### src/rtl/uintarith_pkg.sv
// rtl/uintarith_pkg.sv - shared widths and state encoding for the unsigned arithmetic blocks
package uintarith_pkg;

  localparam int DIVIDEND_W_DEF = 16;
  localparam int DIVISOR_W_DEF  = 8;

  typedef enum logic [1:0] {
    IDLE = 2'd0,
    CALC = 2'd1,
    DONE = 2'd2
  } div_state_e;

endpackage

### src/rtl/uintdiv_step.sv
// rtl/uintdiv_step.sv - one combinational restoring-division step
module uintdiv_step #(
  parameter int DIVISOR_W = 8
) (
  input  logic [DIVISOR_W:0]   r_i,
  input  logic                 q_msb_i,
  input  logic [DIVISOR_W-1:0] divisor_i,
  output logic [DIVISOR_W:0]   r_o,
  output logic                 q_bit_o
);

  logic [DIVISOR_W+1:0] shifted;
  logic [DIVISOR_W+1:0] trial;

  // One extra bit above the partial remainder carries the trial sign.
  always_comb begin
    shifted = {r_i, q_msb_i};
    trial   = shifted - {2'b00, divisor_i};
    q_bit_o = ~trial[DIVISOR_W+1];
    r_o     = q_bit_o ? trial[DIVISOR_W:0] : shifted[DIVISOR_W:0];
  end

endmodule

### src/rtl/uintdiv16.sv
// rtl/uintdiv16.sv - sequential radix-2 restoring divider with valid/ready handshakes
module uintdiv16
  import uintarith_pkg::*;
#(
  parameter int DIVIDEND_W = DIVIDEND_W_DEF,
  parameter int DIVISOR_W  = DIVISOR_W_DEF,
  parameter int CNT_W      = 5
) (
  input  logic                  clk,
  input  logic                  reset,
  input  logic                  in_valid,
  output logic                  in_ready,
  input  logic [DIVIDEND_W-1:0] dividend,
  input  logic [DIVISOR_W-1:0]  divisor,
  output logic                  out_valid,
  input  logic                  out_ready,
  output logic [DIVIDEND_W-1:0] quotient,
  output logic [DIVISOR_W-1:0]  remainder,
  output logic                  div_by_zero
);

  localparam logic [CNT_W-1:0] LAST_STEP = CNT_W'(DIVIDEND_W - 1);

  div_state_e            state_q;
  logic                  in_ready_q;
  logic                  out_valid_q;
  logic [DIVIDEND_W-1:0] quotient_q;
  logic [DIVISOR_W-1:0]  remainder_q;
  logic                  div_by_zero_q;
  logic [DIVISOR_W-1:0]  divisor_q;
  logic [DIVIDEND_W-1:0] q_q;
  logic [DIVISOR_W:0]    r_q;
  logic [CNT_W-1:0]      cnt_q;
  logic                  dbz_pend_q;

  logic [DIVISOR_W:0]    r_d;
  logic                  q_bit_d;

  uintdiv_step #(
    .DIVISOR_W (DIVISOR_W)
  ) u_step (
    .r_i       (r_q),
    .q_msb_i   (q_q[DIVIDEND_W-1]),
    .divisor_i (divisor_q),
    .r_o       (r_d),
    .q_bit_o   (q_bit_d)
  );

  // DONE spends its first cycle publishing the result, so the outputs
  // only ever change together with the rising edge of out_valid.
  always_ff @(posedge clk) begin
    if (reset) begin
      state_q       <= IDLE;
      in_ready_q    <= 1'b1;
      out_valid_q   <= 1'b0;
      quotient_q    <= '0;
      remainder_q   <= '0;
      div_by_zero_q <= 1'b0;
      divisor_q     <= '0;
      q_q           <= '0;
      r_q           <= '0;
      cnt_q         <= '0;
      dbz_pend_q    <= 1'b0;
    end else begin
      case (state_q)
        IDLE: begin
          if (in_valid) begin
            in_ready_q <= 1'b0;
            divisor_q  <= divisor;
            cnt_q      <= '0;
            if (divisor == '0) begin
              state_q    <= DONE;
              q_q        <= '1;
              r_q        <= {1'b0, dividend[DIVISOR_W-1:0]};
              dbz_pend_q <= 1'b1;
            end else begin
              state_q    <= CALC;
              q_q        <= dividend;
              r_q        <= '0;
              dbz_pend_q <= 1'b0;
            end
          end
        end
        CALC: begin
          r_q   <= r_d;
          q_q   <= {q_q[DIVIDEND_W-2:0], q_bit_d};
          cnt_q <= cnt_q + CNT_W'(1);
          if (cnt_q == LAST_STEP) begin
            state_q <= DONE;
          end
        end
        DONE: begin
          if (!out_valid_q) begin
            out_valid_q   <= 1'b1;
            quotient_q    <= q_q;
            remainder_q   <= r_q[DIVISOR_W-1:0];
            div_by_zero_q <= dbz_pend_q;
          end else if (out_ready) begin
            out_valid_q <= 1'b0;
            in_ready_q  <= 1'b1;
            state_q     <= IDLE;
          end
        end
        default: begin
          state_q     <= IDLE;
          in_ready_q  <= 1'b1;
          out_valid_q <= 1'b0;
        end
      endcase
    end
  end

  assign in_ready    = in_ready_q;
  assign out_valid   = out_valid_q;
  assign quotient    = quotient_q;
  assign remainder   = remainder_q;
  assign div_by_zero = div_by_zero_q;

endmodule

### config.mk
export PLATFORM = sky130hd
export DESIGN_NAME = uintdiv16
export DESIGN_NICKNAME = d
export VERILOG_FILES = /design/src/rtl/uintarith_pkg.sv /design/src/rtl/uintdiv_step.sv /design/src/rtl/uintdiv16.sv
export SDC_FILE = /design/constraint.sdc
export NUM_CORES = 1
export LEC_CHECK = 0
export BUFFER_PORTS_ARGS = -buffer_cell sky130_fd_sc_hd__buf_2
export CAP_MARGIN = 0
export CORE_AREA = 2 2 103 105
export CTS_CLUSTER_DIAMETER = 30
export DETAILED_ROUTE_END_ITERATION = 10
export DIE_AREA = 0 0 105 107
export SLEW_MARGIN = 40
export SYNTH_ARGS = -nofsm -noshare
export SYNTH_HDL_FRONTEND = slang
export SYNTH_SLANG_ARGS = --single-unit
export TNS_END_PERCENT = 30
### constraint.sdc
create_clock -name clk -period 2.9 [get_ports clk]
set_input_delay 0.29 -clock clk [delete_from_list [all_inputs] [get_ports clk]]
set_output_delay 0.29 -clock clk [all_outputs]
set_load 0.01 [all_outputs]
==> results.sh <==
export IMPL_max_cap_viol_count=0
export IMPL_crit_fanout=7
export IMPL_whs_ns=0.1871
export IMPL_required_ns=3.14
export IMPL_slew_headroom_pct=55.04
export IMPL_synthFlopType="dfxtp_1"
export IMPL_drt_wl_total_mm=8.417
export IMPL_power_uw=2445
export IMPL_htreeDepth=3
export IMPL_vdd_drop_max_mv=0.2552
export IMPL_synth_seq_area_share_pct=40.43
export IMPL_syn_area_sq_um=3367
export IMPL_crit_end="r_q[2]"
export IMPL_clock_latency_ns=0.35
export IMPL_drive_above_1_share_pct=18.58
export IMPL_place_congestion=0.8722
export IMPL_synthCells=436
export IMPL_startpoint="divisor_q[2]"
export IMPL_cts_tree="built"
export IMPL_r2r_cells=8
export IMPL_fp_dieH_um=107
export IMPL_outcome="finished, final reports clean"
export IMPL_syn_to_final_growth_pct=16.35
export IMPL_leakagePower_uw=0.001524
export IMPL_synth_mux_area_share_pct=0
export IMPL_setup_tns_ns=0
export IMPL_startpoint_type="flop"
export IMPL_comb_power_share_pct=24.0
export IMPL_mostFrequentLayoutCell="nand2_1"
export IMPL_end_kind="flop"
export IMPL_postCtsHoldBufs=0
export IMPL_layout_common_cells="83 x nand2_1, 68 x a21oi_1, 68 x dfxtp_1"
export IMPL_rrSetupSlack_ns=0.82
export IMPL_final_util_pct=38.82
export IMPL_synth_simple_area_share_pct=25.57
export IMPL_pwr_share_clk_pct=33.7
export IMPL_intPower_uw=1679
export IMPL_worst_slew_pin_slew_ns=0.6719
export IMPL_setup_violations=0
export IMPL_cts_buffer_depth=2
export IMPL_finalCriticalPeriod_ns=2.081
export IMPL_p_switching_uw=765.5
export IMPL_grt_pass1_vias=2888
export IMPL_ios=55
export IMPL_drtIter0Drc=167
export IMPL_p_seq_share_pct=42.3
export IMPL_viasPerCell=5.037
export IMPL_rsz0062_at_grt="no"
export IMPL_hpwl_mm=6.024
export IMPL_vias=3098
export IMPL_coreArea_sq_um=10090
export IMPL_synth_cell_types=51
export IMPL_timing_final_crit_share_pct=71.77
export IMPL_row_count=37
export IMPL_hold_path_class="input port to flop"
export IMPL_r2r_start="divisor_q[2]"
export IMPL_avgSynthCellArea_sq_um=7.722
export IMPL_powerDensity_nw_per_um2=624.0
export IMPL_skew_ns=0.005866
export IMPL_wl_per_cell_um=13.69
export IMPL_antenna_diode_count=0
export IMPL_cts_buffers=9
export IMPL_p_sw_share_pct=31.31
export IMPL_synth_top_family_by_area="simple AND/OR/NAND/NOR gates"
export IMPL_cts_resized=0
export IMPL_synth_fp_nets=475
export IMPL_grt_antenna_before_repair=0
export IMPL_synth_yosys_warnings=0
export IMPL_crit_arrival_ns=2.32
export IMPL_async_flop_share_pct=0
export IMPL_antenna_left=0
export IMPL_cts_setup_buffers=0
export IMPL_dieArea_sq_um=11240
export IMPL_drc=0
export IMPL_post_synth_xor_area_fraction_pct=1.301
export IMPL_hold_violations=0
export IMPL_grt_use_total_pct=15.38
export IMPL_slew_violations=0
export IMPL_grt_pass1_wl_mm=13.90
export IMPL_crit_type="flop to flop"
export IMPL_ys_ff_latch=68
export IMPL_clk_pin_slew_ns=0.07
export IMPL_grt_max_degree=46
export IMPL_cts_root_buf="clkbuf_8"
export IMPL_layout_nets=514
export IMPL_port_buffers=54
export IMPL_cts_sinks=68
export IMPL_synthAdderAreaFrac_pct=4.311
export IMPL_max_freq_mhz=480.5
export IMPL_initial_core_util_pct=33.36
export IMPL_synth_compound_area_share_pct=22.71
export IMPL_timing_rr_end="r_q[2]"
export IMPL_overflow=0
export IMPL_die_w_um=105
export IMPL_dr_pass1_iters=4
export IMPL_synth_edff_count=0
cells in the mapped netlist, types with 10 or more instances:
master	n	area (sq um)
o21ai_1	10	50.05
a21oi_1	68	340.3
dfxtp_1	68	1361
inv_1	14	52.55
nor3_1	21	105.1
clkbuf_1	14	52.55
o21ai_0	10	50.05
ha_1	10	125.1
nand3_1	10	50.05
nand2_1	83	311.6
nor2_1	33	123.9
how the worst min path moves through the flow:
stage                            start            to  slack, ns  cells past startpoint
after floorplan             divisor[2]  divisor_q[2]       0.43                      2
after global placement    remainder[5]  remainder[5]       0.44                      2
after detailed placement  remainder[7]  remainder[7]       0.44                      2
after CTS                   divisor[7]  divisor_q[7]       0.17                      3
after global routing        divisor[7]  divisor_q[7]       0.17                      3
final                       divisor[7]  divisor_q[7]       0.19                      3
routing by layer:
metal,global-route usage (%),vias to the layer above,wire length [um],share of wire [%]
met5,0,-,0,0
met4,4.952,0,106,1.3
met3,4.620,15,410,4.9
met2,23.89,77,3708,44
met1,20.46,1417,4191,50
li1,-,1589,-,-
cell type report:
| cell class | instances | area [sq um] |
|---|---|---|
| clock buffers | 12 | 165.2 |
| clock inverters | 3 | 45.04 |
| fillers | 1122 | 6175 |
| inverters | 14 | 52.55 |
| multi-input cells | 324 | 1823 |
| flip-flops and latches | 68 | 1361 |
| well taps | 136 | 170.2 |
| repair buffers | 58 | 300.3 |
registers in the layout (all words and copies together), names as in the netlist:
| signal | count |
|---|---|
| out_valid | 1 |
| quotient | 16 |
| divisor_q | 8 |
| cnt_q | 5 |
| div_by_zero | 1 |
| r_q | 9 |
| q_q | 16 |
| remainder | 8 |
| dbz_pend_q | 1 |
| in_ready | 1 |
| state_q | 2 |
worst max-delay path, cell delays in order (launching register included):
cell	delay, ns
dfxtp_1	0.33
inv_1	0.04
ha_1	0.35
o21ai_2	0.18
a21oi_4	0.07
o2111ai_2	0.19
and3_1	0.31
nand2_1	0.16
a311o_1	0.33
metrics by stage:
step,instances,setup slack (ns),cell area (sq um)
floorplan,436,1.043,3367
global placement,600,0.9352,3701
detailed placement,600,0.8516,3701
CTS,615,0.8376,3911
global route,615,0.6229,3918
finish,615,0.8188,3918
logic make-up (layout without fill, tap and decap cells):
family / Yosys count / count (layout)
xor gates and xnor gates: 5 / 5
DFF: 68 / 68
adders and majority gates: 11 / 11
buffers and inverters: 44 / 87
AOI/OAI and AO/OA: 124 / 124
and+or+nand+nor: 184 / 184
power by group through the flow:
stage | clock [uW] | combinational [uW] | sequential [uW]
final | 823 | 587 | 1030
after global routing | 885 | 657 | 1040
after CTS | 845 | 585 | 1030
after detailed placement | 0 | 583 | 1050
after global placement | 0 | 575 | 1050
after floorplan | 0 | 474 | 1030
(Power assumes the default switching activity.)
